==> config.mk <==
export PLATFORM = sky130hd
export DESIGN_NAME = udma_linch_sequencer_flat
export DESIGN_NICKNAME = d
export VERILOG_FILES = /design/src/rtl/udma_linch_sequencer_pkg.sv /design/src/rtl/udma_linch_sequencer_if.sv /design/src/rtl/udma_linch_sequencer.sv /design/src/flat_wrapper.sv
export SDC_FILE = /design/constraint.sdc
export NUM_CORES = 1
export LEC_CHECK = 0
export BUFFER_PORTS_ARGS = -buffer_cell sky130_fd_sc_hd__buf_2
export CAP_MARGIN = 10
export CORE_MARGIN = 2
export CORE_UTILIZATION = 30
export CTS_BUF_LIST = sky130_fd_sc_hd__clkbuf_8
export DETAILED_ROUTE_END_ITERATION = 7
export SKIP_LAST_GASP = 1
export SLEW_MARGIN = 0
export SYNTH_ARGS = -nofsm -noshare
export SYNTH_HDL_FRONTEND = slang
export SYNTH_SLANG_ARGS = --single-unit
==> constraint.sdc <==
create_clock -name clk_i -period 2.95 [get_ports clk_i]
set_input_delay 0.4425 -clock clk_i [delete_from_list [all_inputs] [get_ports clk_i]]
set_output_delay 0.4425 -clock clk_i [all_outputs]
set_load 0.01 [all_outputs]
==> src/rtl/udma_linch_sequencer_pkg.sv <==
// +----------------------------------------------------------------------------+
// | Module  : udma_linch_sequencer_pkg                                           |
// | Brief   : Shared types and helpers for the uDMA linear channel sequencer.   |
// | Revision: 1.0 - initial release                                              |
// +----------------------------------------------------------------------------+
`default_nettype none

package udma_linch_sequencer_pkg;

    localparam int unsigned CH_AWIDTH = 21;
    localparam int unsigned CH_TWIDTH = 20;

    typedef logic [CH_AWIDTH-1:0] ch_addr_t;
    typedef logic [CH_TWIDTH-1:0] ch_transize_t;
    typedef logic [1:0]           ch_datasize_t;
    typedef logic [2:0]           ch_unit_t;

    typedef struct packed {
        ch_addr_t     startaddr;
        ch_transize_t size;
        ch_datasize_t datasize;
        logic         continuous;
    } udma_linch_cfg_t;

    typedef enum logic [0:0] {
        ST_IDLE = 1'b0,
        ST_RUN  = 1'b1
    } linch_state_e;

    // Bytes moved per beat; datasize 3 is treated as a word.
    function automatic ch_unit_t datasize_to_unit(input ch_datasize_t ds);
        case (ds)
            2'd0:    return 3'd1;
            2'd1:    return 3'd2;
            default: return 3'd4;
        endcase
    endfunction

endpackage

`default_nettype wire

==> src/rtl/udma_linch_sequencer_if.sv <==
// +----------------------------------------------------------------------------+
// | Module  : udma_linch_sequencer_if                                            |
// | Brief   : Beat request / grant bus between the channel and core arbiter.    |
// | Revision: 1.0 - initial release                                              |
// +----------------------------------------------------------------------------+
`default_nettype none

interface udma_linch_sequencer_if;
    import udma_linch_sequencer_pkg::*;

    logic         ch_ready;
    logic         ch_req;
    logic         ch_gnt;
    ch_addr_t     ch_addr;
    ch_datasize_t ch_datasize;
    logic         ch_event;

    modport master (
        input  ch_ready,
        input  ch_gnt,
        output ch_req,
        output ch_addr,
        output ch_datasize,
        output ch_event
    );

    modport slave (
        output ch_ready,
        output ch_gnt,
        input  ch_req,
        input  ch_addr,
        input  ch_datasize,
        input  ch_event
    );

endinterface

`default_nettype wire

==> src/rtl/udma_linch_sequencer.sv <==
// +----------------------------------------------------------------------------+
// | Module  : udma_linch_sequencer                                               |
// | Brief   : Linear uDMA channel sequencer with one queued config and reload.  |
// | Revision: 1.0 - initial release                                              |
// +----------------------------------------------------------------------------+
`default_nettype none

module udma_linch_sequencer
    import udma_linch_sequencer_pkg::*;
#(
    parameter int unsigned L2_AWIDTH_NOAL = CH_AWIDTH,
    parameter int unsigned TRANS_SIZE     = CH_TWIDTH
) (
    input  wire logic                      clk_i,
    input  wire logic                      rst_i,
    input  wire logic [L2_AWIDTH_NOAL-1:0] cfg_startaddr_i,
    input  wire logic [TRANS_SIZE-1:0]     cfg_size_i,
    input  wire logic [1:0]                cfg_datasize_i,
    input  wire logic                      cfg_continuous_i,
    input  wire logic                      cfg_en_i,
    input  wire logic                      cfg_clr_i,
    output logic                           cfg_en_o,
    output logic                           cfg_pending_o,
    output logic [L2_AWIDTH_NOAL-1:0]      cfg_curr_addr_o,
    output logic [TRANS_SIZE-1:0]          cfg_bytes_left_o,
    udma_linch_sequencer_if.master         ch
);

    linch_state_e    state_q,   state_d;
    udma_linch_cfg_t active_q,  active_d;
    udma_linch_cfg_t shadow_q,  shadow_d;
    logic            pending_q, pending_d;
    ch_addr_t        addr_q,    addr_d;
    ch_transize_t    left_q,    left_d;
    logic            event_q,   event_d;

    ch_unit_t        w_unit;
    ch_addr_t        w_unit_addr;
    ch_transize_t    w_unit_len;
    udma_linch_cfg_t w_new_cfg;
    logic            w_en_valid;
    logic            w_req;
    logic            w_beat;
    logic            w_last;

    assign w_unit      = datasize_to_unit(active_q.datasize);
    assign w_unit_addr = {{(CH_AWIDTH-3){1'b0}}, w_unit};
    assign w_unit_len  = {{(CH_TWIDTH-3){1'b0}}, w_unit};

    assign w_new_cfg   = '{startaddr:  cfg_startaddr_i,
                           size:       cfg_size_i,
                           datasize:   cfg_datasize_i,
                           continuous: cfg_continuous_i};
    assign w_en_valid  = cfg_en_i && (cfg_size_i != '0);

    assign w_req  = (state_q == ST_RUN) && ch.ch_ready;
    assign w_beat = w_req && ch.ch_gnt;
    // A short final beat still moves a full unit; the counter saturates at 0.
    assign w_last = w_beat && (left_q <= w_unit_len);

    assign cfg_en_o         = (state_q == ST_RUN);
    assign cfg_pending_o    = pending_q;
    assign cfg_curr_addr_o  = addr_q;
    assign cfg_bytes_left_o = left_q;
    assign ch.ch_req        = w_req;
    assign ch.ch_addr       = addr_q;
    assign ch.ch_datasize   = active_q.datasize;
    assign ch.ch_event      = event_q;

    always_ff @(posedge clk_i) begin
        if (rst_i) begin
            state_q   <= ST_IDLE;
            active_q  <= '0;
            shadow_q  <= '0;
            pending_q <= 1'b0;
            addr_q    <= '0;
            left_q    <= '0;
            event_q   <= 1'b0;
        end else begin
            state_q   <= state_d;
            active_q  <= active_d;
            shadow_q  <= shadow_d;
            pending_q <= pending_d;
            addr_q    <= addr_d;
            left_q    <= left_d;
            event_q   <= event_d;
        end
    end

    always_comb begin
        state_d   = state_q;
        active_d  = active_q;
        shadow_d  = shadow_q;
        pending_d = pending_q;
        addr_d    = addr_q;
        left_d    = left_q;
        event_d   = 1'b0;

        if (cfg_clr_i) begin
            state_d   = ST_IDLE;
            active_d  = '0;
            shadow_d  = '0;
            pending_d = 1'b0;
            addr_d    = '0;
            left_d    = '0;
        end else begin
            case (state_q)
                ST_IDLE: begin
                    if (w_en_valid) begin
                        active_d = w_new_cfg;
                        addr_d   = cfg_startaddr_i;
                        left_d   = cfg_size_i;
                        state_d  = ST_RUN;
                    end
                end
                ST_RUN: begin
                    if (w_beat) begin
                        addr_d = addr_q + w_unit_addr;
                        left_d = w_last ? '0 : (left_q - w_unit_len);
                    end
                    // On completion a config arriving this cycle beats the queued one.
                    if (w_last) begin
                        event_d = 1'b1;
                        if (w_en_valid) begin
                            active_d  = w_new_cfg;
                            addr_d    = cfg_startaddr_i;
                            left_d    = cfg_size_i;
                            pending_d = 1'b0;
                        end else if (pending_q) begin
                            active_d  = shadow_q;
                            addr_d    = shadow_q.startaddr;
                            left_d    = shadow_q.size;
                            pending_d = 1'b0;
                        end else if (active_q.continuous) begin
                            addr_d = active_q.startaddr;
                            left_d = active_q.size;
                        end else begin
                            state_d = ST_IDLE;
                        end
                    end else if (w_en_valid) begin
                        shadow_d  = w_new_cfg;
                        pending_d = 1'b1;
                    end
                end
                default: state_d = ST_IDLE;
            endcase
        end
    end

endmodule

`default_nettype wire

==> src/flat_wrapper.sv <==
// flat-port wrapper written by rule: the top's interface ports become plain ports
module udma_linch_sequencer_flat import udma_linch_sequencer_pkg::*;
#(
    parameter int unsigned L2_AWIDTH_NOAL = CH_AWIDTH,
    parameter int unsigned TRANS_SIZE     = CH_TWIDTH
)
  (clk_i, rst_i, cfg_startaddr_i, cfg_size_i, cfg_datasize_i, cfg_continuous_i, cfg_en_i, cfg_clr_i, cfg_en_o, cfg_pending_o, cfg_curr_addr_o, cfg_bytes_left_o, ch_ch_ready, ch_ch_gnt, ch_ch_req, ch_ch_addr, ch_ch_datasize, ch_ch_event);
  udma_linch_sequencer_if ch_i ();
  input  wire logic clk_i;
  input  wire logic rst_i;
  input  wire logic [L2_AWIDTH_NOAL-1:0] cfg_startaddr_i;
  input  wire logic [TRANS_SIZE-1:0] cfg_size_i;
  input  wire logic [1:0] cfg_datasize_i;
  input  wire logic cfg_continuous_i;
  input  wire logic cfg_en_i;
  input  wire logic cfg_clr_i;
  output logic cfg_en_o;
  output logic cfg_pending_o;
  output logic [L2_AWIDTH_NOAL-1:0] cfg_curr_addr_o;
  output logic [TRANS_SIZE-1:0] cfg_bytes_left_o;
  input wire logic [$bits(ch_i.ch_ready)-1:0] ch_ch_ready;
  input wire logic [$bits(ch_i.ch_gnt)-1:0] ch_ch_gnt;
  output wire logic [$bits(ch_i.ch_req)-1:0] ch_ch_req;
  output wire logic [$bits(ch_i.ch_addr)-1:0] ch_ch_addr;
  output wire logic [$bits(ch_i.ch_datasize)-1:0] ch_ch_datasize;
  output wire logic [$bits(ch_i.ch_event)-1:0] ch_ch_event;
  assign ch_i.ch_ready = ch_ch_ready;
  assign ch_i.ch_gnt = ch_ch_gnt;
  assign ch_ch_req = ch_i.ch_req;
  assign ch_ch_addr = ch_i.ch_addr;
  assign ch_ch_datasize = ch_i.ch_datasize;
  assign ch_ch_event = ch_i.ch_event;
  udma_linch_sequencer #(.L2_AWIDTH_NOAL(L2_AWIDTH_NOAL), .TRANS_SIZE(TRANS_SIZE)) u_core (.clk_i(clk_i), .rst_i(rst_i), .cfg_startaddr_i(cfg_startaddr_i), .cfg_size_i(cfg_size_i), .cfg_datasize_i(cfg_datasize_i), .cfg_continuous_i(cfg_continuous_i), .cfg_en_i(cfg_en_i), .cfg_clr_i(cfg_clr_i), .cfg_en_o(cfg_en_o), .cfg_pending_o(cfg_pending_o), .cfg_curr_addr_o(cfg_curr_addr_o), .cfg_bytes_left_o(cfg_bytes_left_o), .ch(ch_i));
endmodule
==> run summary <==
TritonCTS built the clock tree. In this run, flip-flops and latches consume 43.9% of the power. Cell with the largest stage delay on the worst path: sky130_fd_sc_hd__fa_2. After layout, the worst path uses 95.9% of the clock period. At the end of the flow the core is filled with cells to 37.2%. For this block, the initial DRC count from the detailed router was 685. In this run the static leakage power is 3.52 nW. Yosys attributes the largest share of cell area to sky130_fd_sc_hd__dfxtp_1, sky130_fd_sc_hd__nand2_1, sky130_fd_sc_hd__a21oi_1. STA puts the critical path data required time at 3.31 ns.

The tools report the number of top-level design ports as 118. Clock share of power: 39.4%. The tools report the critical path arrival as 3.18 ns. The tools report the Yosys warning count as 0.

The growth of design area from synthesis to finish is 22.1%. The critical path's top delay family was compound AO/OA/AOI/OAI gates. The tools report the internal cell power as 3.05 mW. Proportion of netlist area held by the largest area contributor: 34.7%. The number of nets in the synthesized netlist is 1044. Predominant post-synthesis flop cell: sky130_fd_sc_hd__dfxtp_1.

The run gives 34.7% as the fraction of the yosys area taken by sequential cells. For the TritonCTS sink count, the log shows 132. The path class of the tightest hold or removal check is in -> reg. In this run, synthesis inferred 0 flip-flops with an integrated enable.

The logs give 0 for the number of antenna violations at the first check in global routing and 19800 microns for the estimated wirelength of the detail-placed design. Dividing total power by cell area gives a power density of 465 nW/um^2. The tools report the number of diodes as 0. Once detail routing completed, the nets flagged for antenna violations numbered 0. The average routed wire per standard cell works out to 19.9 microns.

The tools report the maximum buffer depth of the clock tree as 2. The floorplan has 58 rows. The largest total area in the synthesized netlist belongs to sky130_fd_sc_hd__dfxtp_1. Headroom to the max-slew limit came out at 45.3%. Before CTS, the worst setup slack after placement is -0.0323 ns. The CTS clock-pin slew for the worst setup and hold paths came out at 0.08 ns.

Counting instances in the post-synthesis netlist gives the leading cell types as sky130_fd_sc_hd__nand2_1, sky130_fd_sc_hd__dfxtp_1, sky130_fd_sc_hd__a21oi_1. Across the routed clock network, the largest skew measured is 0.0129 ns. For the number of buffers added by the clock tree synthesis step, the log shows 17.

The kind of critical path was reg -> reg. The logs give 0 for the number of max-cap violations and 0 for the number of pins with negative max-slew slack in the final report. The worst vdd rail ir drop is 0.258 mV, and the horizontal die dimension is 163 microns. The mean area per synthesized cell is 7.73 sq um, and the number of synthesized register bits is 132. The mapped netlist covers 7630 sq um. The die covers 26700 sq um. Together, buffers and inverters on the worst path number 3. Setup repair after global routing could not meet its margin everywhere. Total power for the finished layout comes to 4.33 mW. Final net count: 1156. At the pin with the least slew margin, the transition time is 0.819 ns.

The critical path goes through nor2_2 -> ha_2 -> inv_1 -> fa_2 -> a21o_4 -> a211oi_4 -> nand3_4 -> buf_6 -> buf_4 -> a311o_1 -> a21oi_1 -> a211oi_1 -> a21o_1. The critical path's largest stage delay was 0.36 ns; the overall routed net length was 28700 microns. The floorplan die height came out at 163 microns. Number of global-route vias before repair: 7402. The worst-path maximum fanout was 6.

The tools report the total congestion overflow after global routing as 0. For this run, design rule violations remaining after detail routing come to 0. After detailed placement, the design holds a cell count of 1401.

The detailed-route via count is 7990, and the switching power share of the total is 29.5%. Routability-driven placement finished with a final weighted congestion of 0.879. For the power share of the combinational group, the log shows 16.7%.

For the number of failing hold endpoints at the final stage, the log shows 0. STA classifies the critical path endpoint as a flip-flop. The number of levels in the clock H-tree was 4; the wire length of the first global-routing pass was 43100 microns. The run finished with clean final reports. The total area inside the core boundary comes to 25000 sq um. The via density per instance is 5.54. Setup violations remaining at the end of the flow were counted as 0.

The cell count after synthesis came out at 986. The cell at the root of the clock tree was sky130_fd_sc_hd__clkbuf_8. The most common cell in the synthesized netlist is sky130_fd_sc_hd__nand2_1.

The tools report the initial core utilization as 30.5%. The count of buffers from port buffering is 117. The async set or reset register ratio after synthesis was 0%.

The finished layout holds 1441 standard cells, fillers aside. The post-route netlist has 22.6% of its cells at a drive strength greater than 1. The worst setup path is launched from a flip-flop.

Entering global routing, the biggest net connects 76 pins. Net load switching power: 1.28 mW. Setup slack on the critical path of the routed design comes to 0.122 ns.

Length of the first detailed-routing pass in iterations: 5. The clock latency on the worst-skew pair is 0.46 ns, and the count of cell types in the netlist is 74. The layout has 2615 filler cells. Maximum clock frequency: 0.354 GHz. The global-route usage over all layers is 20.9%, and the final period demand of the worst path is 2.83 ns.
-- tightest hold or removal path: stages --
cell                      delay [ns]
sky130_fd_sc_hd__buf_2          0.11
sky130_fd_sc_hd__nand2_1        0.05
sky130_fd_sc_hd__a21oi_1        0.05
-- power by group through the flow --
stage | Sequential [mW] | Combinational, mW | Clock, mW
final | 1.90 | 0.722 | 1.71
after global routing | 1.91 | 0.783 | 1.81
after CTS | 1.90 | 0.690 | 1.73
after detailed placement | 1.94 | 0.686 | 0
after global placement | 1.94 | 0.682 | 0
after floorplan | 1.94 | 0.410 | 0
-- layer usage --
layer	vias to the layer above	wire length [microns]	track usage, %	share of wire, %
li1	3810	-	-	-
met1	3797	12800	28.6	45
met2	337	13100	32.5	46
met3	46	2030	3.66	7.1
met4	0	771	8.17	2.7
met5	-	0	0	0
-- final cells by class --
type / instances / area [sq um] / area share, %
repair buffers: 189 / 1220 / 13.1
well taps: 330 / 413 / 4.43
inverters: 12 / 45.0 / 0.484
flip-flops and latches: 132 / 2640 / 28.4
multi-input cells: 746 / 4550 / 48.9
clock buffers: 18 / 248 / 2.66
clock inverters: 14 / 186 / 2.00
-- kinds of logic (layout without fill, tap and decap cells) --
| group | Yosys count | in the layout | share of synthesized area (%) |
|---|---|---|---|
| simple gates | 358 | 359 | 21.2 |
| mux | 44 | 44 | 5.78 |
| buf+inv | 109 | 233 | 6.99 |
| compound gates | 320 | 320 | 28.2 |
| flops | 132 | 132 | 34.7 |
| fa+ha+maj | 8 | 8 | 1.51 |
| xor+xnor | 15 | 15 | 1.72 |
-- flip-flops by register name, indices dropped and copies added (netlist names) --
name	count
u_core.cfg_pending_o	1
u_core.shadow_q	44
u_core.cfg_en_o	1
u_core.ch.ch_datasize	2
u_core.active_q	42
u_core.cfg_bytes_left_o	20
u_core.cfg_curr_addr_o	21
u_core.ch.ch_event	1
-- through the flow --
stage,TNS [ns],hold slack (ns),cell area (sq um)
2_1_floorplan,0,0.436,7630
3_3_place_gp,0,0.442,8730
3_5_place_dp,-0.0323,0.447,8730
4_1_cts,-0.0152,0.218,9170
5_1_grt,-0.278,0.218,9310
6_report,0,0.242,9310
-- layout by cell type, fill, tap and decap left out, types with 3 or more instances in the layout --
cell                         count
sky130_fd_sc_hd__o211ai_1        7
sky130_fd_sc_hd__nor4_1          7
sky130_fd_sc_hd__or3_1           6
sky130_fd_sc_hd__buf_12          6
sky130_fd_sc_hd__a21o_1          5
sky130_fd_sc_hd__ha_1            5
sky130_fd_sc_hd__a31oi_1        15
sky130_fd_sc_hd__buf_2         117
sky130_fd_sc_hd__o21ai_0        32
sky130_fd_sc_hd__and3_1         15
sky130_fd_sc_hd__mux2i_1        44
sky130_fd_sc_hd__clkinvlp_4      4
sky130_fd_sc_hd__nand3_1        24
sky130_fd_sc_hd__buf_4          64
sky130_fd_sc_hd__xor2_1          7
sky130_fd_sc_hd__o221ai_1        8
sky130_fd_sc_hd__a22oi_1        15
sky130_fd_sc_hd__o31a_1          3
sky130_fd_sc_hd__nor3_1         14
sky130_fd_sc_hd__clkbuf_8       18
sky130_fd_sc_hd__nand4_1         3
sky130_fd_sc_hd__and4_1          6
sky130_fd_sc_hd__xnor2_1         8
sky130_fd_sc_hd__nand2_1       163
sky130_fd_sc_hd__o21a_1          9
sky130_fd_sc_hd__a21oi_1       100
sky130_fd_sc_hd__o21ai_1         4
sky130_fd_sc_hd__a22o_1          6
sky130_fd_sc_hd__and2_1          7
sky130_fd_sc_hd__dfxtp_1       132
sky130_fd_sc_hd__o31ai_1         6
sky130_fd_sc_hd__a221oi_1       11
sky130_fd_sc_hd__nor2_2          4
sky130_fd_sc_hd__clkinv_2        3
sky130_fd_sc_hd__inv_1          12
sky130_fd_sc_hd__bufinv_16       4
sky130_fd_sc_hd__nor2_4          3
sky130_fd_sc_hd__nor2_1         87
sky130_fd_sc_hd__o22ai_1         7
sky130_fd_sc_hd__a211oi_1       58
-- what timing repair did --
item / in CTS / in global routing
resized for setup: 2 / 14
hold buffers: 0 / 0
pin swaps: 1 / 5
cloned: 0 / 2
setup buffers: 0 / 6
setup endpoints to repair: 15 / 106
-- worst paths after layout --
check	start	to	slack (ns)	cells past startpoint
max reg2reg	u_core.ch.ch_datasize[0]	u_core.cfg_curr_addr_o[17]	0.12	13
min	cfg_datasize_i[0]	u_core.shadow_q[1]	0.24	3
min reg2reg	u_core.shadow_q[2]	u_core.shadow_q[2]	0.45	2
max	u_core.ch.ch_datasize[0]	u_core.cfg_curr_addr_o[17]	0.12	13
Power figures use the tool's default switching activity.
